**config.mk**
```make
export PLATFORM = sky130hd
export DESIGN_NAME = alu_op_sequencer_flat
export DESIGN_NICKNAME = d
export VERILOG_FILES = /design/src/rtl/alu_pkg.sv /design/src/rtl/alu_op_sequencer_if.sv /design/src/rtl/btn_edge_sync.sv /design/src/rtl/alu_op_sequencer.sv /design/src/flat_wrapper.sv
export SDC_FILE = /design/constraint.sdc
export NUM_CORES = 1
export LEC_CHECK = 0
export ABC_AREA = 1
export CORE_ASPECT_RATIO = 1.75
export CORE_MARGIN = 4
export CORE_UTILIZATION = 52
export CTS_CLUSTER_SIZE = 30
export DETAILED_ROUTE_END_ITERATION = 7
export GPL_ROUTABILITY_DRIVEN = 0
export GPL_TIMING_DRIVEN = 0
export PLACE_DENSITY = 0.82
export SLEW_MARGIN = 10
export SYNTH_ARGS = -nofsm -noshare
export SYNTH_HDL_FRONTEND = slang
export SYNTH_SLANG_ARGS = --single-unit
export TNS_END_PERCENT = 1
```
**constraint.sdc**
```tcl
create_clock -name clk -period 2.1 [get_ports clk]
set_input_delay 0.21 -clock clk [delete_from_list [all_inputs] [get_ports clk]]
set_output_delay 0.21 -clock clk [all_outputs]
set_load 0.02 [all_outputs]
```
**src/rtl/alu_pkg.sv**
```systemverilog
// rtl/alu_pkg.sv - shared ALU op codes and sequencer FSM state encoding
package alu_pkg;

   localparam logic [2:0] OP_0 = 3'd0;
   localparam logic [2:0] OP_1 = 3'd1;
   localparam logic [2:0] OP_2 = 3'd2;
   localparam logic [2:0] OP_3 = 3'd3;
   localparam logic [2:0] OP_4 = 3'd4;
   localparam logic [2:0] OP_5 = 3'd5;
   localparam logic [2:0] OP_6 = 3'd6;
   localparam logic [2:0] OP_7 = 3'd7;

   typedef enum logic [1:0] {
      S_IDLE = 2'b00,
      S_LOAD = 2'b01,
      S_EXEC = 2'b10,
      S_SHOW = 2'b11
   } state_t;

endpackage

```
**src/rtl/alu_op_sequencer_if.sv**
```systemverilog
// rtl/alu_op_sequencer_if.sv - board/ALU side signals of the op sequencer
interface alu_op_sequencer_if;

   logic [7:0]  ins;
   logic        btn_start;
   logic        btn_next;
   logic        btn_stop;
   logic        auto_en;
   logic [31:0] alu_res;
   logic [7:0]  alu_num1;
   logic [2:0]  alu_op;
   logic [31:0] res_q;
   logic        res_valid;
   logic        busy;
   logic        done;

   modport master (
      output ins, btn_start, btn_next, btn_stop, auto_en, alu_res,
      input  alu_num1, alu_op, res_q, res_valid, busy, done
   );

   modport slave (
      input  ins, btn_start, btn_next, btn_stop, auto_en, alu_res,
      output alu_num1, alu_op, res_q, res_valid, busy, done
   );

endinterface

```
**src/rtl/btn_edge_sync.sv**
```systemverilog
// rtl/btn_edge_sync.sv - two-flop synchroniser plus registered rising-edge pulse
module btn_edge_sync (
   input  logic clk,
   input  logic reset,
   input  logic i_btn,
   output logic o_pulse
);

   logic r_sync1;
   logic r_sync2;
   logic r_prev;
   logic r_pulse;

   // a held button produces one pulse because r_prev tracks the synced level
   always_ff @(posedge clk or negedge reset) begin
      if (!reset) begin
         r_sync1 <= 1'b0;
         r_sync2 <= 1'b0;
         r_prev  <= 1'b0;
         r_pulse <= 1'b0;
      end else begin
         r_sync1 <= i_btn;
         r_sync2 <= r_sync1;
         r_prev  <= r_sync2;
         r_pulse <= r_sync2 & ~r_prev;
      end
   end

   assign o_pulse = r_pulse;

endmodule

```
**src/rtl/alu_op_sequencer.sv**
```systemverilog
// rtl/alu_op_sequencer.sv - steps the ALU through all eight ops for one latched operand
module alu_op_sequencer
   import alu_pkg::*;
#(
   parameter int unsigned EXEC_CYCLES = 2,
   parameter int unsigned DWELL       = 100000000,
   parameter int unsigned CNT_W       = 27
) (
   input  logic             clk,
   input  logic             reset,
   alu_op_sequencer_if.slave io_seq
);

   localparam logic [CNT_W-1:0] EXEC_LAST  = CNT_W'(EXEC_CYCLES - 1);
   localparam logic [CNT_W-1:0] DWELL_LAST = CNT_W'(DWELL - 1);
   localparam logic [CNT_W-1:0] CNT_ONE    = CNT_W'(1);

   logic w_start_pls;
   logic w_next_pls;
   logic w_stop_pls;
   logic w_advance;

   state_t           r_state,     w_state_nxt;
   logic [CNT_W-1:0] r_cnt,       w_cnt_nxt;
   logic [7:0]       r_alu_num1,  w_alu_num1_nxt;
   logic [2:0]       r_alu_op,    w_alu_op_nxt;
   logic [31:0]      r_res_q,     w_res_q_nxt;
   logic             r_res_valid, w_res_valid_nxt;
   logic             r_done,      w_done_nxt;

   btn_edge_sync u_start (.clk(clk), .reset(reset), .i_btn(io_seq.btn_start), .o_pulse(w_start_pls));
   btn_edge_sync u_next  (.clk(clk), .reset(reset), .i_btn(io_seq.btn_next),  .o_pulse(w_next_pls));
   btn_edge_sync u_stop  (.clk(clk), .reset(reset), .i_btn(io_seq.btn_stop),  .o_pulse(w_stop_pls));

   // auto_en is looked at every cycle so a mode flip mid-dwell acts at once
   assign w_advance = io_seq.auto_en ? (r_cnt == DWELL_LAST) : w_next_pls;

   always_ff @(posedge clk or negedge reset) begin
      if (!reset) begin
         r_state     <= S_IDLE;
         r_cnt       <= '0;
         r_alu_num1  <= '0;
         r_alu_op    <= OP_0;
         r_res_q     <= '0;
         r_res_valid <= 1'b0;
         r_done      <= 1'b0;
      end else begin
         r_state     <= w_state_nxt;
         r_cnt       <= w_cnt_nxt;
         r_alu_num1  <= w_alu_num1_nxt;
         r_alu_op    <= w_alu_op_nxt;
         r_res_q     <= w_res_q_nxt;
         r_res_valid <= w_res_valid_nxt;
         r_done      <= w_done_nxt;
      end
   end

   always_comb begin
      w_state_nxt     = r_state;
      w_cnt_nxt       = r_cnt;
      w_alu_num1_nxt  = r_alu_num1;
      w_alu_op_nxt    = r_alu_op;
      w_res_q_nxt     = r_res_q;
      w_res_valid_nxt = 1'b0;
      w_done_nxt      = 1'b0;

      case (r_state)
         S_IDLE: begin
            if (w_start_pls) begin
               w_state_nxt = S_LOAD;
            end
         end
         S_LOAD: begin
            if (w_stop_pls) begin
               w_state_nxt = S_IDLE;
               w_cnt_nxt   = '0;
            end else begin
               w_alu_num1_nxt = io_seq.ins;
               w_alu_op_nxt   = OP_0;
               w_cnt_nxt      = '0;
               w_state_nxt    = S_EXEC;
            end
         end
         S_EXEC: begin
            if (w_stop_pls) begin
               w_state_nxt = S_IDLE;
               w_cnt_nxt   = '0;
            end else if (r_cnt == EXEC_LAST) begin
               w_res_q_nxt     = io_seq.alu_res;
               w_res_valid_nxt = 1'b1;
               w_cnt_nxt       = '0;
               w_state_nxt     = S_SHOW;
            end else begin
               w_cnt_nxt = r_cnt + CNT_ONE;
            end
         end
         S_SHOW: begin
            // stop outranks both dwell expiry and a manual step
            if (w_stop_pls) begin
               w_state_nxt = S_IDLE;
               w_cnt_nxt   = '0;
            end else if (w_advance) begin
               w_cnt_nxt = '0;
               if (r_alu_op == OP_7) begin
                  w_done_nxt  = 1'b1;
                  w_state_nxt = S_IDLE;
               end else begin
                  w_alu_op_nxt = r_alu_op + 3'd1;
                  w_state_nxt  = S_EXEC;
               end
            end else if (io_seq.auto_en) begin
               w_cnt_nxt = r_cnt + CNT_ONE;
            end else begin
               w_cnt_nxt = '0;
            end
         end
         default: begin
            w_state_nxt = S_IDLE;
            w_cnt_nxt   = '0;
         end
      endcase
   end

   assign io_seq.alu_num1  = r_alu_num1;
   assign io_seq.alu_op    = r_alu_op;
   assign io_seq.res_q     = r_res_q;
   assign io_seq.res_valid = r_res_valid;
   assign io_seq.done      = r_done;
   assign io_seq.busy      = (r_state != S_IDLE);

endmodule

```
**src/flat_wrapper.sv**
```systemverilog
// flat-port wrapper written by rule: the top's interface ports become plain ports
module alu_op_sequencer_flat import alu_pkg::*;
#(
   parameter int unsigned EXEC_CYCLES = 2,
   parameter int unsigned DWELL       = 100000000,
   parameter int unsigned CNT_W       = 27
)
  (clk, reset, io_seq_ins, io_seq_btn_start, io_seq_btn_next, io_seq_btn_stop, io_seq_auto_en, io_seq_alu_res, io_seq_alu_num1, io_seq_alu_op, io_seq_res_q, io_seq_res_valid, io_seq_busy, io_seq_done);
  alu_op_sequencer_if io_seq_i ();
  input  logic clk;
  input  logic reset;
  input wire logic [$bits(io_seq_i.ins)-1:0] io_seq_ins;
  input wire logic [$bits(io_seq_i.btn_start)-1:0] io_seq_btn_start;
  input wire logic [$bits(io_seq_i.btn_next)-1:0] io_seq_btn_next;
  input wire logic [$bits(io_seq_i.btn_stop)-1:0] io_seq_btn_stop;
  input wire logic [$bits(io_seq_i.auto_en)-1:0] io_seq_auto_en;
  input wire logic [$bits(io_seq_i.alu_res)-1:0] io_seq_alu_res;
  output wire logic [$bits(io_seq_i.alu_num1)-1:0] io_seq_alu_num1;
  output wire logic [$bits(io_seq_i.alu_op)-1:0] io_seq_alu_op;
  output wire logic [$bits(io_seq_i.res_q)-1:0] io_seq_res_q;
  output wire logic [$bits(io_seq_i.res_valid)-1:0] io_seq_res_valid;
  output wire logic [$bits(io_seq_i.busy)-1:0] io_seq_busy;
  output wire logic [$bits(io_seq_i.done)-1:0] io_seq_done;
  assign io_seq_i.ins = io_seq_ins;
  assign io_seq_i.btn_start = io_seq_btn_start;
  assign io_seq_i.btn_next = io_seq_btn_next;
  assign io_seq_i.btn_stop = io_seq_btn_stop;
  assign io_seq_i.auto_en = io_seq_auto_en;
  assign io_seq_i.alu_res = io_seq_alu_res;
  assign io_seq_alu_num1 = io_seq_i.alu_num1;
  assign io_seq_alu_op = io_seq_i.alu_op;
  assign io_seq_res_q = io_seq_i.res_q;
  assign io_seq_res_valid = io_seq_i.res_valid;
  assign io_seq_busy = io_seq_i.busy;
  assign io_seq_done = io_seq_i.done;
  alu_op_sequencer #(.EXEC_CYCLES(EXEC_CYCLES), .DWELL(DWELL), .CNT_W(CNT_W)) u_core (.clk(clk), .reset(reset), .io_seq(io_seq_i));
endmodule
```
==> results of run 1 <==
==> worst paths after layout <==
check / cells past startpoint / end
max: 7 / u_core.io_seq.res_q[9]
min: 3 / u_core.r_cnt[10]
max reg2reg: 7 / u_core.io_seq.res_q[9]
min reg2reg: 0 / u_core.u_stop.r_sync2
max in group asynchronous: 3 / u_core.u_next.o_pulse
min in group asynchronous: 2 / u_core.r_cnt[20]
==> layout make-up <==
cell class / instances / share of cell area, %
Tap cell: 115 / 2.44
Buffer: 19 / 2.02
Inverter: 45 / 2.87
Timing Repair Buffer: 92 / 15.9
Multi-Input combinational cell: 451 / 34.9
Clock inverter: 6 / 1.19
Clock buffer: 10 / 4.06
Sequential cell: 86 / 36.6
==> layer usage <==
metal	GRT usage [%]	vias to the layer above	part of all wire, %
met3	6.17	66	6.3
met2	47.9	212	53
met1	24.2	2079	34
met4	19.3	0	6.7
met5	0	-	0
li1	-	2100	-
==> Yosys cell counts (all sizes together) <==
master / number / area share (%)
dfrtp: 86 / 48
clkinv: 1 / 0.084
clkbuf: 10 / 0.84
nand4: 20 / 2.8
or2: 1 / 0.20
nand3: 36 / 4.0
ha: 4 / 1.1
o211ai: 2 / 0.34
nand3b: 1 / 0.17
mux2: 8 / 2.0
nor3: 2 / 0.22
nand2: 234 / 20
o21ai: 42 / 4.7
o21bai: 1 / 0.17
buf: 9 / 1.8
nor2: 90 / 8.3
a21oi: 3 / 0.34
nor3b: 1 / 0.17
inv: 44 / 3.7
xor2: 6 / 1.2
==> power breakdown <==
group          leakage, µW  total (µW)  internal, µW  switching, µW
Combinational      0.00149        2930          1230           1710
Sequential         0.00109        2370          2110            263
Clock             0.000141        1640           960            679
Total              0.00272        6940          4300           2650
==> metrics by stage <==
step	hold slack, ps	total power [µW]	instance area, µm²
after floorplan	-85.6	3930	4480
after global routing	262	7310	5890
after detailed placement	161	5290	5550
final	246	6940	5890
after global placement	336	5180	5520
after CTS	231	6980	5870
==> kinds of logic (layout without fill, tap and decap cells) <==
| family | count (synthesis) | count (layout) | share of synthesized area [%] |
|---|---|---|---|
| and+or+nand+nor | 385 | 385 | 35.6 |
| buffers and inverters | 64 | 172 | 6.43 |
| adders and majority gates | 4 | 4 | 1.12 |
| AOI/OAI and AO/OA | 48 | 48 | 5.54 |
| DFF | 86 | 86 | 48.1 |
| xor gates and xnor gates | 6 | 6 | 1.17 |
| muxes | 8 | 8 | 2.01 |
==> state kept, by name (all words and copies together), names as in the netlist <==
register,cells
u_core.io_seq.res_q,32
u_core.r_cnt,27
u_core.io_seq.alu_num1,8
u_core.io_seq.alu_op,3
u_core.r_state,2
u_core.io_seq.done,1
u_core.io_seq.res_valid,1
u_core.u_next.o_pulse,1
u_core.u_next.r_prev,1
u_core.u_next.r_sync1,1
u_core.u_next.r_sync2,1
u_core.u_start.o_pulse,1
u_core.u_start.r_prev,1
u_core.u_start.r_sync1,1
u_core.u_start.r_sync2,1
u_core.u_stop.o_pulse,1
u_core.u_stop.r_prev,1
u_core.u_stop.r_sync1,1
u_core.u_stop.r_sync2,1
==> worst max-delay path, cell delays in order, from the launching register on <==
cell and delay [ps]:
dfrtp_1 460, nor2_1 220, nand4_1 150, nor2_1 140, nand3_1 220, clkbuf_1 280, o21ai_0 290, nand2_1 120
==> timing repair <==
item,in CTS,in global routing
hold endpoints to repair,27,0
endpoints found under the setup margin,1,25
hold buffers,1,0
gates cloned,0,0
gates resized for setup,1,6
==> results.ini, run 1 <==
[final_layout]
drive_above_1_share_pct=7.19
ff_latch_area_um2=2150
final_nets=754
layout_common_cells=232 x nand2_1, 88 x clkdlybuf4s50_1, 84 x dfrtp_1
stdcell_count=824
n_antenna_cell=0
syn_to_final_growth_pct=31.6
final_common_cell=nand2_1
nFillCells=690
multi_input_area_um2=2060
postLayoutCoreUtil_pct=70.4

[clock_network]
cts_setup_buffers=0
path_clk_slew_ps=70
ctsHtreeMaxLevel=3
clockBufferDepth=2
cts.sinks=86
cts_buffers=9
root_buffer=clkbuf_16
clock_latency_ps=350
cts_tree=yes

[logic_synthesis]
synth-seq-area-share_pct=48.1
synth-seq-cells=86
synth_cell_type_count=27
syn_area_um2=4480
synth_fp_nets=651
yosysWarnings=0
synthCells=601
syn_area_per_cell_um2=7.45

[placed_design]
hpwl_um=9520
place_inst=807
pre_cts_ws_ps=131
portBuffers=90

[drt]
vias=4457
drtIter0Drc=396
routed_wl_um=12800
viasPerCell=5.41
antenna_left=0
drc=0
wl_per_cell_um=15.5
first_pass_iters=6

[setup_path]
worstSetupEndpointType=flop
r2r-start=u_core.r_cnt[21]
worst_ep_arrival_time_ps=2220
reg2reg_slack_ps=90
crit_type=reg -> reg
startpoint=u_core.r_cnt[21]
start_kind=flop
worstPathRequired_ps=2310
crit_path_max_fanout=10

[global_routing]
grt_overflow=0
grt_usage_pct=25.8
grt_max_degree=60
grt_pass1_wl_um=20600
antenna_found_initial=0
grt_pass1_vias=4625

[sta]
maxSlewViolCount=0
setup_tns_ps=0
max_clock_freq_ghz=0.498
post-route-period-util_pct=95.7
fin_ws_ps=90.0
rsz0062_at_grt=no
finalClockSkew_ps=5.98
setup_violations=0
tightest_slew_ps=495
finalHoldViolCount=0
min_period_ps=2010
slew_headroom_pct=67.0

[hold_path]
worstHoldStart=io_seq_auto_en
min-delay-path-class=in -> reg

[pwr]
powerDensity_nw_per_um2=1180
p_leak_uw=0.00272
peakVddDrop_mv=1.15

[floorplanning]
rows=44
die_y_um=131
io_pins=92
die_w_um=78.1
initial_core_util_pct=53.5
core_um2=8370
die_area_um2=10200

[flow_run]
cap_violations=0

[run_status]
status=finished, final reports clean

Power figures use the tool's default switching activity.
==> inputs of run 2 (changes only) <==
--- a/config.mk
+++ b/config.mk
@@ -6,6 +6,7 @@
 export NUM_CORES = 1
 export LEC_CHECK = 0
 export ABC_AREA = 1
+export CAP_MARGIN = 20
 export CORE_ASPECT_RATIO = 1.75
 export CORE_MARGIN = 4
 export CORE_UTILIZATION = 52
@@ -14,7 +15,7 @@
 export GPL_ROUTABILITY_DRIVEN = 0
 export GPL_TIMING_DRIVEN = 0
 export PLACE_DENSITY = 0.82
-export SLEW_MARGIN = 10
+export SLEW_MARGIN = 20
 export SYNTH_ARGS = -nofsm -noshare
 export SYNTH_HDL_FRONTEND = slang
 export SYNTH_SLANG_ARGS = --single-unit
==> results of run 2 <==
Final layout, timing and power as in run 1 (identical DEF).
